### config.mk
export PLATFORM = sky130hd
export DESIGN_NAME = spi_master
export DESIGN_NICKNAME = d
export VERILOG_FILES = /design/src/rtl/spi_pkg.sv /design/src/rtl/spi_shifter.sv /design/src/rtl/spi_master.sv
export SDC_FILE = /design/constraint.sdc
export NUM_CORES = 1
export LEC_CHECK = 0
export ABC_AREA = 1
export CAP_MARGIN = 20
export CORE_MARGIN = 2
export CORE_UTILIZATION = 35
export DETAILED_ROUTE_END_ITERATION = 8
export GPL_TIMING_DRIVEN = 1
export PLACE_DENSITY = 0.68
export SETUP_SLACK_MARGIN = 0.15
export SYNTH_ARGS = -nofsm -noshare
export SYNTH_HDL_FRONTEND = slang
export SYNTH_HIERARCHICAL = 1
export SYNTH_SLANG_ARGS = --single-unit
### constraint.sdc
create_clock -name clk -period 1.55 [get_ports clk]
set_input_delay 0.31 -clock clk [delete_from_list [all_inputs] [get_ports clk]]
set_output_delay 0.31 -clock clk [all_outputs]
set_load 0.02 [all_outputs]
### src/rtl/spi_pkg.sv
// spi_pkg: shared types and frame constants for the SPI initiator.
// Imported by spi_shifter and spi_master.
package spi_pkg;

  typedef enum logic [1:0] {
    WR_ADDR = 2'b00,
    WR_DATA = 2'b01,
    RD_ADDR = 2'b10,
    RD_DATA = 2'b11
  } cmd_e;

  typedef enum logic [2:0] {
    IDLE,
    START,
    SHIFT_OUT,
    WAIT_RD,
    SHIFT_IN,
    GAP
  } state_e;

  localparam int FRAME_BITS = 10;
  localparam int RD_BITS    = 8;
  localparam int CNT_W      = 4;

endpackage

### src/rtl/spi_shifter.sv
// spi_shifter: tx parallel-load/serial-out, rx serial-in register
// and a shared down-counter whose done flag paces every FSM phase.
module spi_shifter
  import spi_pkg::*;
(
  input  logic                  clk,
  input  logic                  rst_n,
  input  logic                  clr,
  input  logic                  load,
  input  logic [FRAME_BITS-1:0] load_val,
  input  logic                  shift_tx,
  input  logic                  shift_rx,
  input  logic                  sin,
  input  logic                  cnt_load,
  input  logic [CNT_W-1:0]      cnt_val,
  input  logic                  cnt_dec,
  output logic                  sout,
  output logic [RD_BITS-1:0]    rx_next,
  output logic                  done
);

  logic [FRAME_BITS-1:0] tx;
  logic [RD_BITS-1:0]    rx;
  logic [CNT_W-1:0]      cnt;

  assign sout    = tx[FRAME_BITS-1];
  assign rx_next = {rx[RD_BITS-2:0], sin};
  assign done    = (cnt == '0);

  always_ff @(posedge clk or negedge rst_n) begin
    if (!rst_n) begin
      tx <= '0;
      rx <= '0;
    end else if (clr) begin
      tx <= '0;
      rx <= '0;
    end else begin
      if (load)
        tx <= load_val;
      else if (shift_tx)
        tx <= {tx[FRAME_BITS-2:0], 1'b0};
      if (shift_rx)
        rx <= rx_next;
    end
  end

  always_ff @(posedge clk or negedge rst_n) begin
    if (!rst_n)
      cnt <= '0;
    else if (cnt_load)
      cnt <= cnt_val;
    else if (cnt_dec && !done)
      cnt <= cnt - 1'b1;
  end

endmodule

### src/rtl/spi_master.sv
// spi_master: 11-bit framed SPI initiator with RD_DATA read-back.
// Define SPI_MASTER_ABORT_EN to add the abort input.
module spi_master
  import spi_pkg::*;
#(
  parameter int RD_WAIT  = 2,
  parameter int IDLE_GAP = 1
) (
  input  logic       clk,
  input  logic       rst_n,
  input  logic       cmd_valid,
  output logic       cmd_ready,
  input  logic [1:0] cmd_type,
  input  logic [7:0] cmd_data,
`ifdef SPI_MASTER_ABORT_EN
  input  logic       abort,
`endif
  output logic       rsp_valid,
  output logic [7:0] rsp_data,
  output logic       busy,
  output logic       SS_n,
  output logic       MOSI,
  input  logic       MISO
);

  state_e state, state_d;

  logic ss_d, mosi_d, rsp_d, is_rd;
  logic sh_clr, sh_load, shift_tx, shift_rx;
  logic cnt_load, cnt_dec, done, sout;
  logic [CNT_W-1:0]   cnt_val;
  logic [RD_BITS-1:0] rx_next;

  spi_shifter u_shifter (
    .clk      (clk),
    .rst_n    (rst_n),
    .clr      (sh_clr),
    .load     (sh_load),
    .load_val ({cmd_type, cmd_data}),
    .shift_tx (shift_tx),
    .shift_rx (shift_rx),
    .sin      (MISO),
    .cnt_load (cnt_load),
    .cnt_val  (cnt_val),
    .cnt_dec  (cnt_dec),
    .sout     (sout),
    .rx_next  (rx_next),
    .done     (done)
  );

  assign cmd_ready = (state == IDLE);
  assign busy      = (state != IDLE);

  // Outputs are computed one cycle ahead so SS_n/MOSI come from flops.
  always_comb begin
    state_d  = state;
    ss_d     = 1'b1;
    mosi_d   = 1'b0;
    rsp_d    = 1'b0;
    sh_clr   = 1'b0;
    sh_load  = 1'b0;
    shift_tx = 1'b0;
    shift_rx = 1'b0;
    cnt_load = 1'b0;
    cnt_val  = '0;
    cnt_dec  = 1'b0;
    unique case (state)
      IDLE: begin
        if (cmd_valid) begin
          state_d = START;
          ss_d    = 1'b0;
          mosi_d  = cmd_type[1];
          sh_load = 1'b1;
        end
      end
      START: begin
        state_d  = SHIFT_OUT;
        ss_d     = 1'b0;
        mosi_d   = sout;
        shift_tx = 1'b1;
        cnt_load = 1'b1;
        cnt_val  = CNT_W'(FRAME_BITS - 1);
      end
      SHIFT_OUT: begin
        ss_d = 1'b0;
        if (done) begin
          cnt_load = 1'b1;
          if (is_rd) begin
            state_d = WAIT_RD;
            cnt_val = CNT_W'(RD_WAIT - 1);
          end else begin
            state_d = GAP;
            ss_d    = 1'b1;
            cnt_val = CNT_W'(IDLE_GAP - 1);
          end
        end else begin
          mosi_d   = sout;
          shift_tx = 1'b1;
          cnt_dec  = 1'b1;
        end
      end
      WAIT_RD: begin
        ss_d = 1'b0;
        if (done) begin
          state_d  = SHIFT_IN;
          cnt_load = 1'b1;
          cnt_val  = CNT_W'(RD_BITS - 1);
        end else begin
          cnt_dec = 1'b1;
        end
      end
      SHIFT_IN: begin
        ss_d     = 1'b0;
        shift_rx = 1'b1;
        if (done) begin
          state_d  = GAP;
          ss_d     = 1'b1;
          rsp_d    = 1'b1;
          cnt_load = 1'b1;
          cnt_val  = CNT_W'(IDLE_GAP - 1);
        end else begin
          cnt_dec = 1'b1;
        end
      end
      GAP: begin
        if (done)
          state_d = IDLE;
        else
          cnt_dec = 1'b1;
      end
      default: state_d = IDLE;
    endcase
`ifdef SPI_MASTER_ABORT_EN
    if (abort && state != IDLE && state != GAP) begin
      state_d  = GAP;
      ss_d     = 1'b1;
      mosi_d   = 1'b0;
      rsp_d    = 1'b0;
      sh_clr   = 1'b1;
      sh_load  = 1'b0;
      shift_tx = 1'b0;
      shift_rx = 1'b0;
      cnt_load = 1'b1;
      cnt_dec  = 1'b0;
      cnt_val  = CNT_W'(IDLE_GAP - 1);
    end
`endif
  end

  always_ff @(posedge clk or negedge rst_n) begin
    if (!rst_n) begin
      state     <= IDLE;
      SS_n      <= 1'b1;
      MOSI      <= 1'b0;
      rsp_valid <= 1'b0;
      rsp_data  <= '0;
      is_rd     <= 1'b0;
    end else begin
      state     <= state_d;
      SS_n      <= ss_d;
      MOSI      <= mosi_d;
      rsp_valid <= rsp_d;
      if (rsp_d)
        rsp_data <= rx_next;
      if (sh_load)
        is_rd <= (cmd_e'(cmd_type) == RD_DATA);
    end
  end

endmodule

==> results.cfg, run 1 <==
[status]
outcome = completed

[synth]
ys_seq_area_share_pct = 50.00
postSynthRegisterBits = 36
syn-mean-instance-area_um2 = 8.019
post_synth_inst_count = 225
synth.largest_area_cell = dfrtp_1
synth_area_leaders = dfrtp_1, nand2_1, inv_1
synth_warnings = 6
synth_top_cell_area_share_pct = 48.54
synthDistinctLibCells = 29
synth.cell_area_mm2 = 0.001804

[place]
placed_instance_count = 335
dp_hpwl_um = 2644
port_buffers = 26
routabilityCongestion = 0.8215
detailedPlace.worstSlack_ns = -0.05502

[worst_setup_path]
critPathArrivalTime_ns = 1.75
crit_path_end_kind = register
worst-path-max-fanout = 6
timing_worst_setup_path_type = reg -> reg
startpoint_type = register
worstPathRequired_ns = 1.77
worstRegToRegCells = 9

[clock_network]
clock_tree.root_cell = clkbuf_8
clock-sinks = 36
cts_max_level = 2
cts_made_buffers = 5
clkTransAtPathRegs_ns = 0.08
count_of_hold_buffers_inserted_by_post_cts_repair = 0
max-clock-path-buffers = 2
tritoncts = built
clk-insertion-delay-late_ns = 0.29

[cells_and_area]
post_route_cells_drive_above_1_share_pct = 32.75
final_util_pct = 53.25
antenna-diode-count = 0
highest_count_cells_in_the_layout_ignoring_fill_and_taps = nand2_1, dfrtp_1, buf_4, inv_1, clkdlybuf4s50_1
fill_cells = 459
area_occupied_by_multi_input_gates_um2 = 933.4
seq_area_um2 = 902.1
layout_commonest_cell = nand2_1
stdcell_count = 357
fin_nets = 301
layout_overhead_on_the_synthesized_area_pct = 48.82

[timing]
finalHoldViolCount = 0
setup_tns_ns = 0
finalWorstSetupSlack_ns = 0.02403
report.final.slew_viol_count = 0
layout_min_cycle_time_ns = 1.526
report.final.setup_viol = 0
final.hold.worst_slack_ns = 0.3762
fmax_mhz = 655.3
period_share_pct = 98.45
rsz0062_at_grt = yes
finalClockSkew_ns = 0.005982

[global_route]
wire_length_of_the_first_global_routing_pass_um = 6589
global_route.overflow_total = 0
m2_gr_usage_pct = 25.86
antenna_violations_before_repair = 0
global_route.usage.total_pct = 15.29
grt_most_used_layer = met2
global_route.usage.met3_pct = 3.704
first_global_vias = 1508
grt_max_degree = 37
global_routing_usage_on_met1_pct = 18.81

[floorplan]
num_rows = 26
die_h_um = 75.80
floorplan.die.width_um = 75.80
floorplan.core_area_mm2 = 0.005042
initial_utilization_pct = 35.78
num_io_pins = 27
die_area_mm2 = 0.005745

[drt]
drt_first_iter_violations = 62
drtAntennaViolNets = 0
first_pass_iters = 4
drc = 0
wl_per_cell_um = 11.75
postRouteWirelength_um = 4195
route.vias.total = 1629
drt-vias-per-instance = 4.563

[pwr]
p_leak_nw = 1.380
vdd.ir_drop.worst_mv = 0.9270
power_density_mw_per_mm2 = 1921

[min_path]
worstHoldPathType = in -> async

[flow_run]
maxCapViolations = 0
worst max-delay path, stage by stage (launching register included):
cell and delay, ns:
dfrtp_1 0.42, buf_6 0.13, buf_8 0.13, nor2_4 0.09, nand2_2 0.07, o21ai_4 0.17
nor2_4 0.07, nand2_4 0.14, nand2_4 0.11, o21ai_2 0.12
per-stage QoR:
step / cell area, µm² / total power [W]
3_5_place_dp: 2297 / 0.003644
3_3_place_gp: 2297 / 0.003608
5_1_grt: 2685 / 0.005540
4_1_cts: 2546 / 0.004823
6_report: 2685 / 0.005159
2_1_floorplan: 1839 / 0.002881
power by group:
group	total (W)	internal [W]	switching (W)
clock	0.000855	0.000485	0.000370
combinational	0.00293	0.00128	0.00165
sequential	0.00138	0.00121	0.000163
total	0.00516	0.00297	0.00219
per-layer routing:
layer | wire (µm) | vias up
met5 | 0 | -
met4 | 66 | 0
met3 | 106 | 7
met2 | 2161 | 22
met1 | 1859 | 768
li1 | - | 832
what timing repair did:
action / CTS / global route
endpoints found under the setup margin: 34 / 30
gates cloned: 2 / 0
pin swaps: 16 / 6
gates resized for setup: 53 / 25
buffers inserted: 5 / 7
cell usage after synthesis:
master and count:
buf_2 1, nand2_1 77, conb_1 1, nand3b_1 3
nor2_4 1, nand3_2 1, or2_0 1, o22ai_1 6
ha_1 1, inv_2 4, dfrtp_1 35, dfstp_2 1
o21ai_0 15, nand2_2 5, o21ai_2 2, nor2_2 1
nor2_1 6, or2_1 7, or2_2 1, buf_4 1
nand3_1 10, nor3_1 1, nand2_4 1, inv_1 27
nor2_8 1, o21ai_1 9, a21oi_1 1, nand4_1 3
buf_6 2
path summary, 6_finish.rpt:
path,startpoint,to,slack (ns)
setup reg to reg,state[0],u_shifter/tx[9],0.02
hold / removal,rst_n,state[0],0.38
min in group clk,rsp_data[7],rsp_data[7],0.47
max in group asynchronous,rst_n,SS_n,0.93
setup / recovery,state[0],u_shifter/tx[9],0.02
hold reg to reg,rsp_data[7],rsp_data[7],0.47
layout make-up:
cell class	instances	area share [%]
clock buffer	5	2.563
inverter	31	5.172
clock inverter	3	1.724
sequential	36	33.60
timing repair buffer	54	18.69
timing repair inverter	1	0.2330
multi-input combinational	157	34.76
tap	70	3.262
flip-flops by register name, summed over array words and instances, names as in the netlist:
name	count
is_rd	1
rsp_valid	1
u_shifter/cnt	4
u_shifter/rx	7
rsp_data	8
SS_n	1
MOSI	1
u_shifter/tx	10
state	3
logic make-up (layout without fill, tap and decap cells):
logic type      count (synthesis)  after routing  synth area share, %
other cells                     1              3               0.2078
flops                          36             36                50.00
compound gates                 33             33                9.986
fa+ha+maj                       1              1               0.6934
simple gates                  119            120                30.72
buf+inv                        35             94                8.391
(Power assumes the default switching activity.)
==> run 2: changes to the inputs <==
--- a/config.mk
+++ b/config.mk
@@ -7,11 +7,14 @@
 export LEC_CHECK = 0
 export ABC_AREA = 1
 export CAP_MARGIN = 20
+export CELL_PAD_IN_SITES_DETAIL_PLACEMENT = 0
+export CELL_PAD_IN_SITES_GLOBAL_PLACEMENT = 1
 export CORE_MARGIN = 2
 export CORE_UTILIZATION = 35
 export DETAILED_ROUTE_END_ITERATION = 8
+export DONT_BUFFER_PORTS = 1
 export GPL_TIMING_DRIVEN = 1
-export PLACE_DENSITY = 0.68
+export PLACE_DENSITY = 0.74
 export SETUP_SLACK_MARGIN = 0.15
 export SYNTH_ARGS = -nofsm -noshare
 export SYNTH_HDL_FRONTEND = slang
==> results.cfg, run 2 (synthesis gave the netlist of run 1 again) <==
[floorplan]
die_h_um = 75.80
floorplan.core_area_mm2 = 0.005042
floorplan.die.width_um = 75.80
die_area_mm2 = 0.005745
initial_utilization_pct = 35.78
num_rows = 26
num_io_pins = 27

[pwr]
p_int_w = 0.002853
power.switching_w = 0.002178
switching_share_of_power_pct = 43.29
p_leak_nw = 1.205
vdd.ir_drop.worst_mv = 0.7557
power_density_mw_per_mm2 = 2053
power_frac_seq_pct = 29.3
p_clk_share_pct = 16.5
p_comb_share_pct = 54.3

[place]
port_buffers = 0
routabilityCongestion = 0.8529
placed_area_mm2 = 0.001974
dp_hpwl_um = 2752

[timing]
rsz0062_at_grt = yes
report.final.setup_viol = 0
finalClockSkew_ns = 0.008889
setup_tns_ns = 0
fmax_mhz = 668.3
period_share_pct = 96.53
layout_min_cycle_time_ns = 1.496
finalHoldViolCount = 0
report.final.slew_viol_count = 0

[global_route]
grt_max_degree = 37
antenna_violations_before_repair = 0
global_route.overflow_total = 0
global_route.usage.total_pct = 15.43
first_global_vias = 1436
wire_length_of_the_first_global_routing_pass_um = 6555

[cells_and_area]
post_route_cells_drive_above_1_share_pct = 34.10
final_util_pct = 48.61
layout_commonest_cell = nand2_1
antenna-diode-count = 0
largest_reg_by_ff_count = u_shifter/tx
layout_overhead_on_the_synthesized_area_pct = 35.85
number_of_flip_flops_under_the_largest_register_name = 10
reg_top3 = u_shifter/tx: 10 flops, rsp_data: 8 flops, u_shifter/rx: 7 flops
fin_nets = 275
highest_count_cells_in_the_layout_ignoring_fill_and_taps = nand2_1, dfrtp_1, inv_1, buf_4, o21ai_0
final_std_cell_area_no_fill_mm2 = 0.002451
fill_cells = 486

[drt]
drc = 0
drtAntennaViolNets = 0
postRouteWirelength_um = 4324
drt-vias-per-instance = 4.662
first_pass_iters = 4
route.vias.total = 1543
wl_per_cell_um = 13.06
drt_first_iter_violations = 45

[status]
outcome = completed

[min_path]
worstHoldPathType = in -> reg
worstHoldPathCells = 2

[worst_setup_path]
timing_worst_setup_path_type = reg -> reg
startpoint_type = register
worstPathRequired_ns = 1.73
crit_path_end_kind = register
worstRegToRegCells = 9
critPathArrivalTime_ns = 1.67
worst-path-max-fanout = 6

[flow_run]
maxCapViolations = 0

[clock_network]
clkTransAtPathRegs_ns = 0.08
cts_max_level = 2
clock_tree.root_cell = clkbuf_8
max-clock-path-buffers = 2
tritoncts = built
cts_made_buffers = 5
clk-insertion-delay-late_ns = 0.29
clock-sinks = 36
run 2: changes by cell type in the layout (fill, tap and decap cells not counted), moves of 4 or more:
cell | previous run | this run
o21ai_1 | 5 | 9
o21ai_2 | 8 | 4
buf_4 | 23 | 18
buf_6 | 4 | 8
clkdlybuf4s50_1 | 13 | 0
dlygate4sd2_1 | 10 | 0
inv_2 | 8 | 4
run 2: area by class of cell:
type / count / area (µm²) / share of cell area [%]
clock buffer: 5 / 68.82 / 2.808
clock inverter: 3 / 42.54 / 1.736
inverter: 31 / 153.9 / 6.279
multi-input combinational: 157 / 929.6 / 37.93
sequential: 36 / 905.9 / 36.96
tap: 70 / 87.58 / 3.573
timing repair buffer: 28 / 255.2 / 10.41
timing repair inverter: 1 / 7.507 / 0.3063
run 2: repair_timing:
| action | 4_1_cts | 5_1_grt |
|---|---|---|
| hold endpoints to repair | 36 | 0 |
| setup endpoints to repair | 22 | 27 |
| pin swaps | 4 | 18 |
| resized for setup | 20 | 40 |
| hold buffers | 2 | 0 |
| cloned | 0 | 2 |
| setup buffers | 9 | 6 |
run 2: routing by layer:
layer / track usage, % / wire length, µm / vias to the layer above
li1: - / - / 777
met1: 20.80 / 1997 / 734
met2: 23.37 / 2061 / 25
met4: 5.653 / 69 / 0
met3: 4.762 / 195 / 7
met5: 0 / 0 / -
run 2: through the flow:
step | setup WS (ns) | hold slack, ns | cells | power [W]
3_3_place_gp | 0.05448 | 0.01547 | 304 | 0.003358
6_report | 0.05373 | 0.1408 | 331 | 0.005031
2_1_floorplan | 0.1387 | 0.01441 | 227 | 0.002881
5_1_grt | -0.03201 | 0.1307 | 331 | 0.005440
3_5_place_dp | 0.01896 | 0.01538 | 304 | 0.003367
4_1_cts | 0.07144 | 0.1334 | 323 | 0.004585
run 2: final timing paths:
kind	start	to	slack (ns)
max	state[0]	u_shifter/tx[5]	0.05
min	MISO	rsp_data[0]	0.14
max reg2reg	state[0]	u_shifter/tx[5]	0.05
min reg2reg	u_shifter/tx[6]	u_shifter/tx[6]	0.48
max in group asynchronous	rst_n	SS_n	0.81
min in group asynchronous	rst_n	u_shifter/cnt[2]	0.48
run 2: worst max-delay path, stage by stage, from the launching register on:
cell        delay (ns)
dfrtp_2           0.44
buf_6             0.15
nor2_4            0.09
nand2_2           0.08
o21ai_4           0.20
nor2_4            0.07
nand2_8           0.10
clkinvlp_4        0.12
nand2_1           0.08
o21ai_1           0.05
run 2: power groups by stage:
| stage | logic [W] | registers, W | clock network (W) |
|---|---|---|---|
| 6_report | 0.00273 | 0.00147 | 0.000829 |
| 5_1_grt | 0.00303 | 0.00151 | 0.000898 |
| 4_1_cts | 0.00226 | 0.00147 | 0.000857 |
| 3_5_place_dp | 0.00186 | 0.00151 | 0 |
| 3_3_place_gp | 0.00185 | 0.00151 | 0 |
| 2_1_floorplan | 0.00142 | 0.00146 | 0 |
